`src/rtl/alu_pkg.sv`:
```
// Shared ALU opcode constants and the queued command record.
package alu_pkg;

  localparam logic [2:0] OP_ADD = 3'b000;
  localparam logic [2:0] OP_SUB = 3'b001;
  localparam logic [2:0] OP_AND = 3'b010;
  localparam logic [2:0] OP_OR  = 3'b011;
  localparam logic [2:0] OP_XOR = 3'b100;
  localparam logic [2:0] OP_NOT = 3'b101;
  localparam logic [2:0] OP_SHL = 3'b110;
  localparam logic [2:0] OP_SHR = 3'b111;

  // One queued ALU command; chain selects the accumulator as operand A.
  typedef struct packed {
    logic [2:0] op;
    logic [7:0] a;
    logic [7:0] b;
    logic       chain;
  } alu_cmd_t;

endpackage

```
`src/rtl/alu_cmd_fifo.sv`:
```
// Command FIFO: DEPTH entries, wrapping pointers, occupancy counter.
module alu_cmd_fifo
  import alu_pkg::*;
#(
  parameter int DEPTH = 4,
  localparam int PW = $clog2(DEPTH),
  localparam int CW = $clog2(DEPTH + 1)
) (
  input  logic          clk,
  input  logic          rst_n,
  input  logic          push,
  input  logic          pop,
  input  alu_cmd_t      wr_cmd,
  output alu_cmd_t      head,
  output logic [CW-1:0] count,
  output logic          empty,
  output logic          full
);

  alu_cmd_t      mem [DEPTH];
  logic [PW-1:0] wptr, rptr;

  assign head  = mem[rptr];
  assign empty = (count == '0);
  assign full  = (count == CW'(DEPTH));

  // Storage needs no reset: the head is masked by empty downstream.
  always_ff @(posedge clk) begin
    if (push) mem[wptr] <= wr_cmd;
  end

  // Pointers wrap naturally since DEPTH is a power of two.
  always_ff @(posedge clk or negedge rst_n) begin
    if (!rst_n) begin
      wptr  <= '0;
      rptr  <= '0;
      count <= '0;
    end else begin
      if (push) wptr <= wptr + PW'(1);
      if (pop)  rptr <= rptr + PW'(1);
      case ({push, pop})
        2'b10:   count <= count + CW'(1);
        2'b01:   count <= count - CW'(1);
        default: count <= count;
      endcase
    end
  end

endmodule

```
`src/rtl/alu_cmd_queue.sv`:
```
// Queues ALU commands, dispatches the head to an external ALU and
// registers its result; supports chaining on the last retired result.
module alu_cmd_queue
  import alu_pkg::*;
#(
  parameter int DEPTH = 4,
  localparam int CW = $clog2(DEPTH + 1)
) (
  input  logic          clk,
  input  logic          rst_n,
  input  logic          in_valid,
  output logic          in_ready,
  input  logic [2:0]    in_op,
  input  logic [7:0]    in_a,
  input  logic [7:0]    in_b,
  input  logic          in_chain,
  output logic [2:0]    alu_op,
  output logic [7:0]    alu_a,
  output logic [7:0]    alu_b,
  input  logic [7:0]    alu_result,
  input  logic          alu_zero,
  output logic          out_valid,
  input  logic          out_ready,
  output logic [7:0]    out_result,
  output logic          out_zero,
  output logic [2:0]    out_op,
  output logic [CW-1:0] count
);

  alu_cmd_t   wr_cmd, head;
  logic       empty, full, push, capture;
  logic [7:0] acc;

  assign wr_cmd   = '{op: in_op, a: in_a, b: in_b, chain: in_chain};
  // Full refuses a push even when a pop lands in the same cycle.
  assign in_ready = !full;
  assign push     = in_valid && in_ready;
  assign capture  = !empty && (!out_valid || out_ready);

  alu_cmd_fifo #(.DEPTH(DEPTH)) u_fifo (
    .clk    (clk),
    .rst_n  (rst_n),
    .push   (push),
    .pop    (capture),
    .wr_cmd (wr_cmd),
    .head   (head),
    .count  (count),
    .empty  (empty),
    .full   (full)
  );

  // Drive the ALU from the FIFO head; quiet zeros when nothing is queued.
  always_comb begin
    alu_op = '0;
    alu_a  = '0;
    alu_b  = '0;
    if (!empty) begin
      alu_op = head.op;
      alu_a  = head.chain ? acc : head.a;
      alu_b  = head.b;
    end
  end

  // Output register and accumulator; both move only on capture.
  always_ff @(posedge clk or negedge rst_n) begin
    if (!rst_n) begin
      out_valid  <= 1'b0;
      out_result <= '0;
      out_zero   <= 1'b0;
      out_op     <= '0;
      acc        <= '0;
    end else if (capture) begin
      out_valid  <= 1'b1;
      out_result <= alu_result;
      out_zero   <= alu_zero;
      out_op     <= head.op;
      acc        <= alu_result;
    end else if (out_valid && out_ready) begin
      out_valid  <= 1'b0;
    end
  end

endmodule

```
`config.mk`:
```
export PLATFORM = sky130hd
export DESIGN_NAME = alu_cmd_queue
export DESIGN_NICKNAME = d
export VERILOG_FILES = /design/src/rtl/alu_pkg.sv /design/src/rtl/alu_cmd_fifo.sv /design/src/rtl/alu_cmd_queue.sv
export SDC_FILE = /design/constraint.sdc
export NUM_CORES = 1
export LEC_CHECK = 0
export BUFFER_PORTS_ARGS = -buffer_cell sky130_fd_sc_hd__buf_4
export CORE_ASPECT_RATIO = 0.8
export CORE_MARGIN = 3
export CORE_UTILIZATION = 45
export DETAILED_ROUTE_END_ITERATION = 12
export PLACE_DENSITY_LB_ADDON = 0.3
export SLEW_MARGIN = 15
export SYNTH_ARGS = -nofsm -noshare
export SYNTH_HDL_FRONTEND = slang
export SYNTH_HIERARCHICAL = 1
export SYNTH_SLANG_ARGS = --single-unit
export TNS_END_PERCENT = 10
```
`constraint.sdc`:
```
create_clock -name clk -period 1.9 [get_ports clk]
set_clock_uncertainty 0.05 [all_clocks]
set_input_delay 0.38 -clock clk [delete_from_list [all_inputs] [get_ports clk]]
set_output_delay 0.38 -clock clk [all_outputs]
set_load 0.02 [all_outputs]
```
# Word-level counts from Yosys, hierarchy flattened
# Memory sizes are Yosys's and may differ from the RTL's.
# Index checks and enable logic that the tools add are counted.
# W data, S select, Z words.
dict set report word_totals {
  output_inout_bits 36
  reg_bits 20
  ram_bits 80
  rom_bits 0
  latch_bits 0
  mem_count 1
}
dict set report classes {
  n_shift 0
  mul 0
  div 0
  n_eq_ne 3
  reduce_logical 10
  order_cmp 0
  bitwise 0
  addsub 4
  muxes 9
}
# memory depth word_bits read_ports rd_clocked_by_memory_dff wr line_no
set memory_table {}
lappend memory_table {u_fifo.mem 4 20 1 0 1 alu_cmd_fifo.sv:20} ;# alu_cmd_t mem [DEPTH];
# operator n
set ops {}
lappend ops {{$mux W8} 3}
lappend ops {{$pmux W3 S2} 1}
lappend ops {{$add A2 B1 Y2 const B} 2}
lappend ops {{$mux W1} 4}
lappend ops {{$reduce_bool A2 Y1} 2}
lappend ops {{$add A3 B1 Y3 const B} 1}
lappend ops {{$eq A3 B3 Y1 const B} 1}
lappend ops {{$logic_and A1 B1 Y1} 3}
lappend ops {{$logic_not A1 Y1} 3}
lappend ops {{$logic_not A3 Y1} 1}
lappend ops {{$mux W3} 1}
lappend ops {{$sub A3 B1 Y3 const B} 1}
lappend ops {{$eq A2 B1 Y1 const B} 1}
lappend ops {{$eq A2 B2 Y1 const B} 1}
lappend ops {{$logic_or A1 B1 Y1} 1}

# Logic depth before layout (Yosys ltp)
# Gate-level depths: netlist of the first run.
dict set report logic_depth {
  depth_word 5
  ltp_mapped 10
  depth_no_buf 10
}

# Cells and area by module
# The synthesis of the first run kept the hierarchy.
# module cells_each area_each_um2 instances
set by_module_without_submodules {}
lappend by_module_without_submodules {alu_cmd_fifo 140 3288.2 1}
lappend by_module_without_submodules {alu_cmd_queue 62 745.7 1}

# Worst setup path after synthesis of the first run
# OpenSTA, ideal clock, no wires.
dict set report synth_path {
  path_kind {register to output}
  from {register u_fifo.rptr[0]}
  to {output port alu_a[0]}
  t_arrival_ps 1707
  n_path_buf 2
  stages_incl_launch_ff 6
  required_time_ps 1470
  setup_slack_ps -237
  cell_sequence {dfrtp_1 -> buf_6 -> mux4_2 -> buf_2 -> mux2i_1 -> nor2_1}
}
# element line_no
set synth_lines {}
lappend synth_lines {{start, declared} alu_cmd_fifo.sv:21} ;# logic [PW-1:0] wptr, rptr;
lappend synth_lines {{start signal, assigned} alu_cmd_fifo.sv:40} ;# if (pop) rptr <= rptr + PW'(1);
lappend synth_lines {{end, declared} alu_cmd_queue.sv:18} ;# output logic [7:0] alu_a,

==> results of run 1 <==
-- kinds of logic after synthesis --
group,after synthesis
AOI/OAI and AO/OA,3
xor gates and xnor gates,6
adders and majority gates,6
buffers and inverters,17
DFF,100
muxes,41
and+or+nand+nor,29
-- routing by layer --
metal | wire length (um) | up-vias | track usage
li1 | - | 956 | -
met1 | 3352 | 1055 | 0.2103
met2 | 3726 | 37 | 0.2505
met3 | 240 | 12 | 0.03148
met4 | 138 | 0 | 0.06687
met5 | 0 | - | 0
-- worst min path at each step --
stage | start | endpoint | slack (ns) | cells after the start
3_3_place_gp | rst_n | out_zero | 0.24 | 1
3_5_place_dp | rst_n | out_op[0] | 0.24 | 1
2_1_floorplan | rst_n | out_op[0] | 0.03 | 0
4_1_cts | out_ready | out_valid | 0.13 | 2
5_1_grt | in_b[7] | u_fifo/mem[3][8] | 0.14 | 1
6_report | out_ready | out_valid | 0.15 | 2
-- report_power, final --
part           internal, mW  leakage [nW]  switching [mW]
Sequential             2.95         0.960           0.257
Clock                 0.762         0.112           0.739
Combinational          2.06         0.933            2.02
-- metrics by stage --
step | setup slack, ns | hold WS (ns)
global placement | -0.06100 | 0.2391
CTS | -0.4934 | 0.1348
detailed placement | -0.1103 | 0.2393
finish | -0.4258 | 0.1514
global route | -0.5394 | 0.1422
floorplan | -0.1478 | 0.03441
-- state kept, by name (all words and copies together), names as in the netlist --
register      flops
out_op            3
u_fifo/mem       80
u_fifo/count      3
out_result        8
out_zero          1
u_fifo/rptr       2
u_fifo/wptr       2
out_valid         1
-- layout make-up --
class | count | area share
multi-input combinational | 85 | 0.2106
clock inverter | 7 | 0.02038
inverter | 9 | 0.006550
tap | 112 | 0.02717
timing repair buffer | 92 | 0.1475
sequential | 100 | 0.5638
clock buffer | 9 | 0.02402
-- cells in the final DEF, fill, tap and decap left out, types with 3 or more instances in the layout --
cell,Yosys,routed
dfrtp_2,0,4
nor2b_1,12,11
nor2_2,0,8
dfrtp_1,20,16
clkbuf_8,0,9
inv_1,8,5
mux2i_1,9,9
mux2_4,9,9
ha_1,5,4
xor2_1,4,4
edfxtp_1,80,80
buf_12,1,3
and2_1,4,3
buf_4,0,80
mux4_2,18,18
buf_6,2,8
mux2_2,3,3
inv_2,1,4
-- repair_timing --
item	CTS	global route
hold endpoints to repair	20	0
hold buffers	1	0
pin swaps	1	4
endpoints found under the setup margin	19	20
resized for setup	7	3
==> impl_metrics.env, run 1 <==
export IMPL_period_needed_ns=2.326
export IMPL_crit_buf_inv=1
export IMPL_die_x_um=111.9
export IMPL_timing_critical_path_to="alu_a[1]"
export IMPL_rr_worst_depth=10
export IMPL_port_buffers=68
export IMPL_num_rows=30
export IMPL_leakage_nw=2.005
export IMPL_path_clk_slew_ns=0.10
export IMPL_n_antenna_cell=0
export IMPL_cts_buffer_depth=2
export IMPL_ir_drop_mv=0.6797
export IMPL_cts_setup_buffers=0
export IMPL_cp_arrival_ns=1.90
export IMPL_grt_max_degree=21
export IMPL_design_power_total_mw=8.784
export IMPL_reg2reg_to="u_fifo/count[2]"
export IMPL_placed_area_sq_um=4882
export IMPL_wl_per_cell_um=18.01
export IMPL_finalInstanceArea_sq_um=5157
export IMPL_yosys_area_share_simple=0.03784
export IMPL_via_count=2060
export IMPL_ys_warn_count=6
export IMPL_worst_pin_slew_ns=0.3007
export IMPL_cap_violations=0
export IMPL_tns_ns=-6.741
export IMPL_drt_pass1_iterations=4
export IMPL_die_height_um=90.69
export IMPL_nFillCells=638
export IMPL_syn_avg_cell_area_sq_um=19.97
export IMPL_status="finished with violations"
export IMPL_crit_family="multiplexers"
export IMPL_drc=0
export IMPL_area_growth_pct=27.85
export IMPL_drv_slew=0
export IMPL_fmaxAchievable_ghz=0.4300
export IMPL_start_util=0.4693
export IMPL_nets=336
export IMPL_ant_nets=0
export IMPL_report_final_hold_viol_count=0
export IMPL_root_buffer="clkbuf_8"
export IMPL_start_kind="flop"
export IMPL_syn_inst=202
export IMPL_worstPathCellList="mux4_2, mux2i_1, nor2_2, buf_6"
export IMPL_core_area_sq_um=8596
export IMPL_synthXorXnorAreaFrac=0.01303
export IMPL_layout_setup_ws_ns=-0.4258
export IMPL_synth_most_common_cell="edfxtp_1"
export IMPL_ys_seq_elements=100
export IMPL_synth_top_area_share=0.5955
export IMPL_seqCellArea_sq_um=2908
export IMPL_drtIter0Drc=96
export IMPL_synth_fp_nets=241
export IMPL_clk_latency_ns=0.36
export IMPL_placed_cells=397
export IMPL_crit_path_end_kind="output port"
export IMPL_period_share=1.224
export IMPL_ys_flop_type="edfxtp_1"
export IMPL_gr_total_overflow=0
export IMPL_synth_seq_area_share=0.7196
export IMPL_rrSetupSlack_ns=0.06
export IMPL_synth_edf_count=80
export IMPL_crit_type="reg2out"
export IMPL_synth_compound_area_frac=0.006514
export IMPL_hold_path_class="in2reg"
export IMPL_grt_pass1_wl_um=12030
export IMPL_cts_inserted_buffers=9
export IMPL_cp_required_ns=1.47
export IMPL_synth_adder_area_share=0.02047
export IMPL_synth_area_sq_um=4034
export IMPL_setup_violations=19
export IMPL_antenna_found_initial=0
export IMPL_cts_tree="built"
export IMPL_avgViaCountPerCell=4.976
export IMPL_synth_cell_types=25
export IMPL_dpl_hpwl_um=5227
export IMPL_multi_input_area_sq_um=1086
export IMPL_grt_pass1_vias=2242
export IMPL_cp_num_cells=4
export IMPL_clkSinkCount=100
export IMPL_cp_max_fo=8
export IMPL_crit_start="u_fifo/rptr[0]"
export IMPL_io_pins=69
export IMPL_final_util=0.6000
export IMPL_synthTopCellsByArea="edfxtp_1 60%, dfrtp_1 12%, mux4_2 10%, mux2_4 3.3%, mux2i_1 2.2%"
export IMPL_synthMuxAreaShare=0.1777
export IMPL_routed_wl_um=7458
export IMPL_crit_slowest_cell="mux4_2"
export IMPL_slew_headroom=0.7995
export IMPL_grt_use_total=0.1567
export IMPL_synth_top_area_cell="edfxtp_1"
export IMPL_synth_top_family_by_area="multiplexers"
export IMPL_drive_above_1_share=0.5298
export IMPL_dieArea_sq_um=10140
export IMPL_synth_common_cells="80 x edfxtp_1, 20 x dfrtp_1, 18 x mux4_2"
export IMPL_slowest_delay_ns=0.68
export IMPL_async_flop_share=0.2000
export IMPL_violations="negative setup slack"
export IMPL_r2r_start="u_fifo/count[1]"
export IMPL_htreeDepth=3
export IMPL_rsz0062_at_grt="true"
export IMPL_stdcell_count=414
export IMPL_power_density_nw_per_um2=1703
export IMPL_gp_congestion=0.6995
No activity file was read; power rests on OpenSTA's default activity.
==> run 2: changes to the inputs <==
--- a/config.mk
+++ b/config.mk
@@ -7,13 +7,12 @@
 export LEC_CHECK = 0
 export BUFFER_PORTS_ARGS = -buffer_cell sky130_fd_sc_hd__buf_4
 export CORE_ASPECT_RATIO = 0.8
-export CORE_MARGIN = 3
+export CORE_MARGIN = 8
 export CORE_UTILIZATION = 45
 export DETAILED_ROUTE_END_ITERATION = 12
-export PLACE_DENSITY_LB_ADDON = 0.3
+export PLACE_DENSITY = 0.79
 export SLEW_MARGIN = 15
 export SYNTH_ARGS = -nofsm -noshare
 export SYNTH_HDL_FRONTEND = slang
-export SYNTH_HIERARCHICAL = 1
 export SYNTH_SLANG_ARGS = --single-unit
 export TNS_END_PERCENT = 10
==> impl_metrics.env, run 2 <==
export IMPL_cp_max_fo=4
export IMPL_holdPathStages=1
export IMPL_cts_buffer_depth=2
export IMPL_nets=332
export IMPL_avgViaCountPerCell=5.075
export IMPL_drt_pass1_iterations=4
export IMPL_layout_setup_ws_ns=-0.4507
export IMPL_core_area_sq_um=8882
export IMPL_wl_per_cell_um=19.85
export IMPL_ant_nets=0
export IMPL_period_share=1.237
export IMPL_setup_violations=21
export IMPL_start_util=0.4550
export IMPL_rrSetupSlack_ns=-0.17
export IMPL_gr_total_overflow=0
export IMPL_cts_inserted_buffers=9
export IMPL_cp_arrival_ns=1.92
export IMPL_htreeDepth=3
export IMPL_synth_top_area_cell="edfxtp_1"
export IMPL_rsz0062_at_grt="true"
export IMPL_n_antenna_cell=0
export IMPL_num_rows=31
export IMPL_rr_worst_depth=9
export IMPL_ys_warn_count=0
export IMPL_p_switching_mw=2.984
export IMPL_synthTopCellsByArea="edfxtp_1 59%, dfrtp_1 12%, mux4_2 8.4%, mux2_4 3.3%, mux4_1 3.3%"
export IMPL_synth_fp_nets=239
export IMPL_ys_seq_elements=100
export IMPL_dieArea_sq_um=12290
export IMPL_root_buffer="clkbuf_8"
export IMPL_power_internal_mw=5.605
export IMPL_port_buffers=68
export IMPL_grt_pass1_vias=2298
export IMPL_fmaxAchievable_ghz=0.4254
export IMPL_crit_type="reg2out"
export IMPL_via_count=2096
export IMPL_p_clk_frac=0.156
export IMPL_worst_pin_slew_ns=0.3350
export IMPL_io_pins=69
export IMPL_gp_congestion=0.6884
export IMPL_dpl_worst_slack_ns=-0.1508
export IMPL_clkSinkCount=100
export IMPL_grt_max_degree=22
export IMPL_ys_flop_type="edfxtp_1"
export IMPL_syn_avg_cell_area_sq_um=20.21
export IMPL_slew_headroom=0.7767
export IMPL_synth_seq_area_share=0.7183
export IMPL_synth_most_common_cell="edfxtp_1"
export IMPL_violations="negative setup slack"
export IMPL_drtIter0Drc=89
export IMPL_seqPwrFrac=0.371
export IMPL_top_regs="u_fifo.mem (80), acc (8)"
export IMPL_grt_use_total=0.1414
export IMPL_power_density_nw_per_um2=1689
export IMPL_leakage_nw=1.990
export IMPL_async_flop_share=0.2000
export IMPL_hold_path_class="in2reg"
export IMPL_start_kind="flop"
export IMPL_clk_latency_ns=0.36
export IMPL_routed_wl_um=8200
export IMPL_ir_drop_mv=0.9162
export IMPL_die_x_um=122.0
export IMPL_drive_above_1_share=0.4866
export IMPL_synth_cell_types=25
export IMPL_registers_top_by_ff_count="u_fifo.mem"
export IMPL_synth_edf_count=80
export IMPL_largest_register_ffs=80
export IMPL_path_clk_slew_ns=0.10
export IMPL_cap_violations=0
export IMPL_netSwitchingFraction=0.3474
export IMPL_report_final_hold_viol_count=0
export IMPL_synth_common_cells="80 x edfxtp_1, 20 x dfrtp_1, 15 x mux4_2"
export IMPL_drv_slew=0
export IMPL_cts_tree="built"
export IMPL_dpl_hpwl_um=5543
export IMPL_period_needed_ns=2.351
export IMPL_pwr_share_comb=0.473
export IMPL_drc=0
export IMPL_final_cell_mix="82 x buf_4, 80 x edfxtp_1, 16 x dfrtp_1"
export IMPL_area_growth_pct=25.79
export IMPL_cp_required_ns=1.47
export IMPL_layout_commonest_cell="buf_4"
export IMPL_design_power_total_mw=8.588
export IMPL_syn_inst=200
export IMPL_antenna_found_initial=0
export IMPL_synth_area_sq_um=4041
export IMPL_final_util=0.5723
export IMPL_grt_pass1_wl_um=12740
export IMPL_cts_setup_buffers=0
export IMPL_die_height_um=100.8
export IMPL_status="finished with violations"
export IMPL_crit_path_end_kind="output port"
export IMPL_synth_top_area_share=0.5944
-- run 2: changes by cell type after synthesis, moves of 2 or more --
cell,change
and2_1,-4
inv_1,-2
clkbuf_1,+2
mux4_1,+3
mux4_2,-3
o21ai_0,-2
buf_2,-2
and3_1,+3
buf_4,+2
-- run 2: worst paths after layout --
kind,startpoint,to
min in group asynchronous,rst_n,out_valid
hold reg to reg,out_op[2],out_op[2]
hold / removal,in_a[5],u_fifo.mem[0][14]
setup reg to reg,u_fifo.count[0],u_fifo.count[2]
max in group asynchronous,rst_n,u_fifo.rptr[0]
setup / recovery,u_fifo.rptr[0],alu_a[2]
-- run 2: metal layers --
layer | GRT usage | vias to the layer above | part of all wire
li1 | - | 957 | -
met5 | 0 | - | 0
met1 | 0.1723 | 1070 | 0.42
met3 | 0.04255 | 8 | 0.063
met2 | 0.2341 | 61 | 0.50
met4 | 0.04825 | 0 | 0.013
-- run 2: power groups by stage --
stage               sequential [mW]  combinational, mW  clock (mW)
global route                   3.25               4.36        1.45
CTS                            3.19               4.13        1.38
global placement               3.19               3.95           0
finish                         3.19               4.06        1.34
floorplan                      3.38               2.24           0
detailed placement             3.23               4.00           0
-- run 2: cells by family after synthesis --
logic type | count (synthesis) | share of synthesized area
xor gates and xnor gates | 6 | 0.01300
adders and majority gates | 6 | 0.02043
buffers and inverters | 15 | 0.02012
DFF | 100 | 0.7183
muxes | 42 | 0.1830
and+or+nand+nor | 31 | 0.04520
-- run 2: per-stage QoR --
step / hold slack (ns) / cells / instance area [sq um] / TNS, ns
after floorplan: 0.03441 / 200 / 4060 / -0.7305
after global placement: 0.2443 / 396 / 4830 / -0.8314
after detailed placement: 0.2504 / 396 / 4830 / -1.219
after CTS: 0.1448 / 413 / 5079 / -8.729
after global routing: 0.1466 / 413 / 5084 / -8.991
final: 0.1665 / 413 / 5084 / -7.209
-- run 2: final cells by class --
class,count,area (sq um)
clock buffer,11,141.4
clock inverter,5,58.81
fill,691,3799
inverter,6,22.52
multi-input combinational,85,1094
sequential,100,2908
tap,115,143.9
timing repair buffer,91,715.7
-- run 2: critical path, cell delays in order, from the launching register on --
cell and delay (ns):
dfrtp_2 0.42, mux4_2 0.58, buf_6 0.17, mux2i_1 0.17, nor2_1 0.07, buf_4 0.16
-- run 2: what timing repair did --
| action | CTS | global route |
|---|---|---|
| gates resized for setup | 9 | 2 |
| gates cloned | 0 | 0 |
| endpoints found under the hold margin | 20 | 0 |
| setup endpoints to repair | 22 | 22 |
| hold buffers | 1 | 0 |
| pin swaps | 3 | 1 |
==> run 3: changes to the inputs <==
--- a/config.mk
+++ b/config.mk
@@ -11,6 +11,7 @@
 export CORE_UTILIZATION = 45
 export DETAILED_ROUTE_END_ITERATION = 12
 export PLACE_DENSITY = 0.79
+export SKIP_CTS_REPAIR_TIMING = 1
 export SLEW_MARGIN = 15
 export SYNTH_ARGS = -nofsm -noshare
 export SYNTH_HDL_FRONTEND = slang
==> impl_metrics.env, run 3 (synthesis gave the netlist of run 2 again) <==
export IMPL_area_growth_pct=25.29
export IMPL_worst_pin_slew_ns=0.3315
export IMPL_cp_max_fo=4
export IMPL_fmaxAchievable_ghz=0.4248
export IMPL_layout_setup_ws_ns=-0.4543
export IMPL_crit_buf_inv=2
export IMPL_gp_congestion=0.6884
export IMPL_cp_required_ns=1.47
export IMPL_grt_use_total=0.1406
export IMPL_crit_type="reg2out"
export IMPL_largest_register_ffs=80
export IMPL_avgViaCountPerCell=5.092
export IMPL_port_buffers=68
export IMPL_drv_slew=0
export IMPL_ant_nets=0
export IMPL_nets=332
export IMPL_cts_tree="built"
export IMPL_io_pins=69
export IMPL_die_x_um=122.0
export IMPL_drt_pass1_iterations=4
export IMPL_gr_total_overflow=0
export IMPL_period_share=1.239
export IMPL_clk_latency_ns=0.36
export IMPL_root_buffer="clkbuf_8"
export IMPL_layout_commonest_cell="buf_4"
export IMPL_rsz0062_at_grt="true"
export IMPL_grt_max_degree=22
export IMPL_clkSinkCount=100
export IMPL_crit_top_cell="buf_4"
export IMPL_power_density_nw_per_um2=1685
export IMPL_stdcell_count=413
export IMPL_crit_family="multiplexers"
export IMPL_cts_buffer_depth=2
export IMPL_die_height_um=100.8
export IMPL_worstPathCellList="mux4_2, buf_4, mux2i_2, nor2_1, buf_4"
export IMPL_dpl_hpwl_um=5543
export IMPL_status="finished with violations"
export IMPL_slowest_delay_ns=0.57
export IMPL_cp_arrival_ns=1.92
export IMPL_leakage_nw=1.986
export IMPL_cts_inserted_buffers=9
export IMPL_core_area_sq_um=8882
export IMPL_registers_top_by_ff_count="u_fifo.mem"
export IMPL_design_power_total_mw=8.532
export IMPL_via_count=2103
export IMPL_drc=0
export IMPL_drive_above_1_share=0.4866
export IMPL_period_needed_ns=2.354
export IMPL_top_regs="u_fifo.mem (80), acc (8)"
export IMPL_report_final_hold_viol_count=0
export IMPL_start_util=0.4550
export IMPL_setup_violations=21
export IMPL_hold_path_class="in2reg"
export IMPL_slew_headroom=0.7790
export IMPL_final_cell_mix="85 x buf_4, 80 x edfxtp_1, 16 x dfrtp_1"
export IMPL_drtIter0Drc=91
export IMPL_crit_slowest_cell="mux4_2"
export IMPL_path_clk_slew_ns=0.10
export IMPL_crit_path_end_kind="output port"
export IMPL_start_kind="flop"
export IMPL_cap_violations=0
export IMPL_wl_per_cell_um=19.91
export IMPL_grt_pass1_wl_um=12680
export IMPL_dieArea_sq_um=12290
export IMPL_htreeDepth=3
export IMPL_n_antenna_cell=0
export IMPL_placed_cells=396
export IMPL_num_rows=31
export IMPL_routed_wl_um=8223
export IMPL_ir_drop_mv=0.9152
export IMPL_grt_pass1_vias=2290
export IMPL_antenna_found_initial=0
export IMPL_violations="negative setup slack"
[run 3: cell types whose count changed in the layout (fill, tap and decap cells not counted)]
cell	previous run	this run
mux2i_4	1	0
buf_4	82	85
mux2i_2	0	1
buf_6	8	5
[run 3: layout make-up]
cell class / instances / area (sq um)
multi-input combinational: 85 / 1085
clock inverter: 5 / 58.81
fill: 690 / 3819
sequential: 100 / 2908
clock buffer: 11 / 141.4
inverter: 6 / 22.52
timing repair buffer: 91 / 704.4
tap: 115 / 143.9
[run 3: power by group]
| group | leakage, nW | internal (mW) | total [mW] | switching (mW) |
|---|---|---|---|---|
| Sequential | 0.959 | 2.96 | 3.18 | 0.228 |
| Clock | 0.0976 | 0.648 | 1.34 | 0.697 |
| Combinational | 0.929 | 1.96 | 4.00 | 2.04 |
[run 3: final timing paths]
| path | startpoint | endpoint | slack (ns) | depth (start not counted) |
|---|---|---|---|---|
| hold reg to reg | out_op[2] | out_op[2] | 0.47 | 1 |
| max in group asynchronous | rst_n | u_fifo.rptr[0] | 1.11 | 2 |
| setup reg to reg | u_fifo.count[0] | u_fifo.count[2] | -0.17 | 9 |
| setup / recovery | u_fifo.rptr[0] | alu_a[7] | -0.45 | 5 |
| hold / removal | in_a[5] | u_fifo.mem[0][14] | 0.16 | 1 |
| min in group asynchronous | rst_n | out_valid | 0.41 | 2 |
[run 3: layer usage]
metal  track usage  up-vias  share of wire
li1              -      956              -
met1        0.1730     1076           0.42
met2        0.2315       63           0.50
met3       0.04255        8          0.066
met4       0.04636        0          0.013
met5             0        -              0
[run 3: worst register-to-register path, cell delays in order (launching register included)]
cell and delay, ns:
dfrtp_2 0.41, or3b_4 0.40, and2_4 0.15, inv_2 0.06
ha_4 0.12, inv_2 0.04, fa_2 0.35, xor2_1 0.15
nor2_1 0.11, xor2_1 0.16
[run 3: stage by stage]
stage,cell area (sq um),hold WS [ns],utilization,setup TNS (ns),worst slack [ns]
2_1_floorplan,4060,0.03441,-,-0.7305,-0.2642
3_3_place_gp,4830,0.2443,0.5437,-0.8314,-0.1030
3_5_place_dp,4830,0.2504,0.5437,-1.219,-0.1508
4_1_cts,5030,-0.1536,0.5663,-8.816,-0.5312
5_1_grt,5064,0.1466,0.5701,-9.065,-0.5389
6_report,5064,0.1637,0.5701,-7.259,-0.4543
